--- src/rtl/instruction_fetch_pkg.sv ---
// Shared fetch-stage definitions: state encoding, injected NOP and opcode constants.
package instruction_fetch_pkg;

    localparam int unsigned INSTR_WIDTH = 32;

    typedef enum logic [1:0] {
        ST_IDLE = 2'd0,
        ST_REQ  = 2'd1,
        ST_WAIT = 2'd2,
        ST_HOLD = 2'd3
    } fetch_state_e;

    // addi x0,x0,0
    localparam logic [INSTR_WIDTH-1:0] NOP_INSTR = 32'h00000013;

    localparam logic [6:0] OPCODE_BRANCH = 7'b1100011;

    function automatic logic is_misaligned(input logic [1:0] pc_lsb);
        return pc_lsb != 2'b00;
    endfunction

endpackage

--- src/rtl/instruction_fetch_if_id_reg.sv ---
// IF/ID pipeline register: load, hold under decode stall, clear on flush or drain.
module if_id_reg #(
    parameter int unsigned ADDR_WIDTH = 32
) (
    input  logic                  clk,
    input  logic                  reset,
    input  logic                  load_i,
    input  logic                  flush_i,
    input  logic                  stall_id_i,
    input  logic [ADDR_WIDTH-1:0] pc_i,
    input  logic [31:0]           instr_i,
    input  logic                  misaligned_i,
    output logic                  valid_o,
    output logic [ADDR_WIDTH-1:0] pc_o,
    output logic [31:0]           instr_o,
    output logic [ADDR_WIDTH-1:0] pc_plus4_o,
    output logic                  misaligned_o
);

    logic                  valid_q;
    logic [ADDR_WIDTH-1:0] pc_q;
    logic [31:0]           instr_q;
    logic [ADDR_WIDTH-1:0] pc_plus4_q;
    logic                  misaligned_q;

    // Flush outranks load; an unloaded, unstalled entry is consumed by decode.
    always_ff @(posedge clk) begin
        if (!reset) begin
            valid_q      <= 1'b0;
            pc_q         <= '0;
            instr_q      <= '0;
            pc_plus4_q   <= '0;
            misaligned_q <= 1'b0;
        end else if (flush_i) begin
            valid_q <= 1'b0;
        end else if (load_i) begin
            valid_q      <= 1'b1;
            pc_q         <= pc_i;
            instr_q      <= instr_i;
            pc_plus4_q   <= pc_i + ADDR_WIDTH'(4);
            misaligned_q <= misaligned_i;
        end else if (!stall_id_i) begin
            valid_q <= 1'b0;
        end
    end

    assign valid_o      = valid_q;
    assign pc_o         = pc_q;
    assign instr_o      = instr_q;
    assign pc_plus4_o   = pc_plus4_q;
    assign misaligned_o = misaligned_q;

endmodule

--- src/rtl/instruction_fetch.sv ---
// Fetch stage: one outstanding imem request, response skid, flush-drop tracking,
// and pc stall generation feeding the IF/ID register.
module instruction_fetch #(
    parameter int unsigned ADDR_WIDTH = 32,
    parameter logic [31:0] NOP_INSTR  = instruction_fetch_pkg::NOP_INSTR
) (
    input  logic                  clk,
    input  logic                  reset,
    input  logic [ADDR_WIDTH-1:0] pc,
    input  logic                  flush,
    input  logic                  stall_id,
    output logic                  stall_pc,
    output logic                  imem_req_valid,
    input  logic                  imem_req_ready,
    output logic [ADDR_WIDTH-1:0] imem_req_addr,
    input  logic                  imem_rsp_valid,
    input  logic [31:0]           imem_rsp_data,
    output logic                  if_valid,
    output logic [ADDR_WIDTH-1:0] if_pc,
    output logic [31:0]           if_instr,
    output logic [ADDR_WIDTH-1:0] if_pc_plus4,
    output logic                  if_misaligned
);

    import instruction_fetch_pkg::*;

    fetch_state_e          state_q, state_d;
    logic                  drop_q, drop_d;
    logic [ADDR_WIDTH-1:0] req_pc_q, req_pc_d;
    logic [ADDR_WIDTH-1:0] skid_pc_q, skid_pc_d;
    logic [31:0]           skid_instr_q, skid_instr_d;

    logic                  slot_free_c;
    logic                  req_valid_c;
    logic                  load_c;
    logic [ADDR_WIDTH-1:0] load_pc_c;
    logic [31:0]           load_instr_c;
    logic                  load_mis_c;

    assign slot_free_c = ~if_valid | ~stall_id;

    always_ff @(posedge clk) begin
        if (!reset) begin
            state_q      <= ST_IDLE;
            drop_q       <= 1'b0;
            req_pc_q     <= '0;
            skid_pc_q    <= '0;
            skid_instr_q <= '0;
        end else begin
            state_q      <= state_d;
            drop_q       <= drop_d;
            req_pc_q     <= req_pc_d;
            skid_pc_q    <= skid_pc_d;
            skid_instr_q <= skid_instr_d;
        end
    end

    // Next state, request and IF/ID load selection; flush takes priority everywhere.
    always_comb begin
        state_d      = state_q;
        drop_d       = drop_q;
        req_pc_d     = req_pc_q;
        skid_pc_d    = skid_pc_q;
        skid_instr_d = skid_instr_q;
        req_valid_c  = 1'b0;
        load_c       = 1'b0;
        load_pc_c    = req_pc_q;
        load_instr_c = imem_rsp_data;
        load_mis_c   = 1'b0;

        case (state_q)
            ST_IDLE: begin
                state_d = ST_REQ;
            end
            ST_REQ: begin
                if (is_misaligned(pc[1:0])) begin
                    if (slot_free_c && !flush) begin
                        load_c       = 1'b1;
                        load_pc_c    = pc;
                        load_instr_c = NOP_INSTR;
                        load_mis_c   = 1'b1;
                    end
                end else begin
                    req_valid_c = 1'b1;
                    if (imem_req_ready) begin
                        req_pc_d = pc;
                        drop_d   = flush;
                        state_d  = ST_WAIT;
                    end
                end
            end
            ST_WAIT: begin
                if (imem_rsp_valid) begin
                    if (flush || drop_q) begin
                        drop_d  = 1'b0;
                        state_d = ST_REQ;
                    end else if (slot_free_c) begin
                        load_c  = 1'b1;
                        state_d = ST_REQ;
                    end else begin
                        skid_pc_d    = req_pc_q;
                        skid_instr_d = imem_rsp_data;
                        state_d      = ST_HOLD;
                    end
                end else if (flush) begin
                    drop_d = 1'b1;
                end
            end
            ST_HOLD: begin
                if (flush) begin
                    state_d = ST_REQ;
                end else if (slot_free_c) begin
                    load_c       = 1'b1;
                    load_pc_c    = skid_pc_q;
                    load_instr_c = skid_instr_q;
                    state_d      = ST_REQ;
                end
            end
            default: begin
                state_d = ST_IDLE;
            end
        endcase
    end

    // Reset masks the handshake and holds the pc.
    assign imem_req_valid = reset & req_valid_c;
    assign imem_req_addr  = {pc[ADDR_WIDTH-1:2], 2'b00};
    assign stall_pc       = ~reset | ~(load_c | flush);

    if_id_reg #(
        .ADDR_WIDTH(ADDR_WIDTH)
    ) u_if_id_reg (
        .clk         (clk),
        .reset       (reset),
        .load_i      (load_c),
        .flush_i     (flush),
        .stall_id_i  (stall_id),
        .pc_i        (load_pc_c),
        .instr_i     (load_instr_c),
        .misaligned_i(load_mis_c),
        .valid_o     (if_valid),
        .pc_o        (if_pc),
        .instr_o     (if_instr),
        .pc_plus4_o  (if_pc_plus4),
        .misaligned_o(if_misaligned)
    );

endmodule

--- config.mk ---
export PLATFORM = sky130hd
export DESIGN_NAME = instruction_fetch
export DESIGN_NICKNAME = d
export VERILOG_FILES = /design/src/rtl/instruction_fetch_pkg.sv /design/src/rtl/instruction_fetch_if_id_reg.sv /design/src/rtl/instruction_fetch.sv
export SDC_FILE = /design/constraint.sdc
export NUM_CORES = 1
export LEC_CHECK = 0
export ABC_AREA = 1
export CORE_UTILIZATION = 56
export CTS_CLUSTER_DIAMETER = 150
export CTS_CLUSTER_SIZE = 10
export DETAILED_ROUTE_END_ITERATION = 6
export GPL_ROUTABILITY_DRIVEN = 0
export PLACE_DENSITY = 0.95
export SETUP_SLACK_MARGIN = 0.05
export SYNTH_ARGS = -nofsm -noshare
export SYNTH_HDL_FRONTEND = slang
export SYNTH_HIERARCHICAL = 1
export SYNTH_SLANG_ARGS = --single-unit
--- constraint.sdc ---
create_clock -name clk -period 6.74 [get_ports clk]
set_input_delay 1.348 -clock clk [delete_from_list [all_inputs] [get_ports clk]]
set_output_delay 1.348 -clock clk [all_outputs]
set_load 0.02 [all_outputs]
==> run summary <==
Seq/Total Area, Yosys -> 40.7%
core area -> 0.0166 mm^2
RSZ-0062 raised after global routing -> false
Critical Path End Type -> primary output
relative slew slack -> 23.3%
clk root buf -> clkbuf_16
first-pass GRT wire length -> 42700 um
CP arrival -> 3650 ps
Starting Density -> 57.7%
vias -> 9933
Layout Nets -> 1656
dpl hpwl -> 17400 um
final wirelength -> 26600 um
Synth area leaders -> dfxtp_1, nand2_1, nor2_1
CTS tree -> done
Final ANT Viol Nets -> 0
max layer used -> met4
Worst-Skew Late Latency -> 440 ps
CTS Sinks -> 195
Initial DRC Count -> 1273
maxcap violations -> 0
worst hold path cell count -> 2
Die Height -> 133 um
Final min period -> 4990 ps
post-CTS setup buffer count -> 0
ys flop type -> dfxtp_1
post-cts sizing count -> 0
die width -> 133 um
layout cells sized above 1 -> 4.21%
Least-Margin Pin Slew -> 1150 ps
Worst R2R Setup Slack -> 3160 ps
Setup CP Type -> primary input to primary output
synth-to-layout area growth -> 23.1%
metal3 WL -> 2290 um
Port Buffers -> 199
Post-synth EDFFs -> 0
M1 WL -> 11100 um
Max Slew Vio Count -> 0
mean area per synthesized cell -> 6.54 um^2
Num CTS Buffers -> 17
CP Cell Sequence -> clkdlybuf4s50_1, nand2_2, nand2_1, nand3_1, nand2_1, nand2_1, nand2_1, clkdlybuf4s50_1
cell mode on critical path -> nand2_1
CP required -> 5390 ps
Setup TNS Final -> 0 ps
run status -> completed
period utilisation layout -> 74.1%
Vias/cell -> 5.48
slowest stage delay, CP -> 620 ps
met2 routed WL -> 12200 um
CP max stage cell -> clkdlybuf4s50_1
clock tree buffer depth -> 2
io pins -> 202
largest net degree at the start of global routing -> 100
antenna violations before repair -> 0
hold_buf cts -> 0
die area -> 0.0177 mm^2
total global routing overflow -> 0
Total Routing Usage GR -> 30.0%
async set-reset flop share out of synthesis -> 0%
Yosys top cell by area -> dfxtp_1
Final Hold Viols -> 0
mapped cell area -> 0.00960 mm^2
Row Count -> 47
Crit Path Max Fanout -> 44
critical hold path startpoint -> u_if_id_reg/pc_o[7]
Peak supply drop -> 0.216 mV
Reg2Reg Launch Point -> state_q[1]
FMAX -> 200 MHz
CTS H-tree depth -> 4
Tot Pwr -> 3.04 mW
post-synth top area share -> 40.7%
Seq cells post-synth -> 195
worst r2r dst -> u_if_id_reg/pc_plus4_o[30]
Cell variety after synth -> 33
Cells after Synth -> 1468
Setup Skew -> 8.40 ps
Yosys Warn Count -> 6
Worst Hold End -> u_if_id_reg/pc_o[7]
critical path launch point type -> primary input
dpl ws -> 1760 ps
Final WS setup -> 1750 ps
R2R depth -> 20
DR WL/cell -> 14.7 um
Hold/Removal Path Class -> register to register
DR pass1 iterations -> 6
Antenna diodes -> 0
pwr dens -> 257 mW/mm^2
Reg clk slew, reported paths -> 60 ps
Remaining DRCs -> 0
Final Setup Violations -> 0
Leak Pwr -> 5.13 nW
vias in the first global route -> 8900
post-layout util -> 71.1%
cells in the mapped netlist, types with 9 or more instances:
cell type,n
buf_4,39
buf_2,26
clkbuf_1,35
o21ai_1,37
nand3_1,56
o21ai_0,136
inv_1,136
a21oi_1,69
nor3_1,35
nand2_1,415
nor2_4,9
nor2_1,215
dfxtp_1,195
sequential cells by signal, indices dropped and copies added (netlist names):
name                      count
u_if_id_reg/valid_o           1
req_pc_q                     32
skid_pc_q                    32
u_if_id_reg/pc_plus4_o       30
drop_q                        1
u_if_id_reg/instr_o          32
state_q                       2
skid_instr_q                 32
u_if_id_reg/misaligned_o      1
u_if_id_reg/pc_o             32
routing by layer:
metal,GRT usage [%],vias up
li1,-,4799
met1,39.4,4529
met2,47.4,514
met3,5.21,91
met4,14.9,0
met5,0,-
metrics by stage:
| step | cells | instance area, um^2 | hold slack [ps] |
|---|---|---|---|
| global route | 1812 | 11800 | 480 |
| detailed placement | 1781 | 11300 | 453 |
| floorplan | 1469 | 9610 | 439 |
| global placement | 1781 | 11300 | 449 |
| CTS | 1812 | 11800 | 464 |
| finish | 1812 | 11800 | 459 |
cells by family after synthesis:
kind of cell    after synthesis  synth area share [%]
xor+xnor                      3                 0.274
flops                       195                  40.7
buf+inv                     258                  12.6
compound gates              261                  14.2
other cells                   1                0.0391
fa+ha+maj                     6                 0.782
simple gates                744                  31.5
layout make-up:
class,instances,area [um^2]
fill,1273,4820
clock inverter,8,77.6
timing repair buffer,205,2030
tap,220,275
clock buffer,23,488
inverter,145,546
sequential,195,3900
multi-input combinational,1016,4500
worst max path at each step:
stage / start / end / slack, ps / cells after the start
final: stall_id / stall_pc / 1750 / 8
after global routing: stall_id / stall_pc / 1580 / 8
after CTS: stall_id / stall_pc / 1750 / 8
after detailed placement: stall_id / stall_pc / 1760 / 8
after global placement: stall_id / stall_pc / 1750 / 8
after floorplan: reset / imem_req_valid / 3260 / 3
critical path, delay by kind of cell:
kind                   cells  cell delay [ps]
buffers and inverters      2             1170
and+or+nand+nor            6             1120
where the power goes:
part | switching [mW] | internal, mW | leakage [nW]
clock network | 0.430 | 0.546 | 0.275
logic | 0.496 | 0.272 | 3.28
registers | 0.0524 | 1.24 | 1.57
layout by cell type, fill, tap and decap left out, types with 2 or more instances in the layout:
master | netlist | final
clkbuf_8 | 0 | 4
o21ai_0 | 136 | 136
clkinv_2 | 0 | 4
clkinvlp_4 | 0 | 2
and2_1 | 2 | 2
nor2_1 | 215 | 215
conb_1 | 1 | 2
nand2_2 | 4 | 4
nor2_4 | 9 | 9
ha_1 | 6 | 6
nor3_1 | 35 | 35
clkinv_1 | 2 | 2
nand2_4 | 3 | 3
inv_2 | 7 | 6
o211ai_1 | 4 | 4
dfxtp_1 | 195 | 195
inv_1 | 136 | 136
a21oi_1 | 69 | 69
clkbuf_1 | 35 | 2
xor2_1 | 2 | 2
o21ai_1 | 37 | 37
nor2_2 | 5 | 5
nand3_1 | 56 | 55
buf_4 | 39 | 7
a31oi_1 | 2 | 2
a211oi_1 | 8 | 8
clkdlybuf4s50_1 | 0 | 198
nand2_1 | 415 | 415
clkbuf_16 | 0 | 17
clkinv_4 | 0 | 2
No activity file was read; power rests on OpenSTA's default activity.
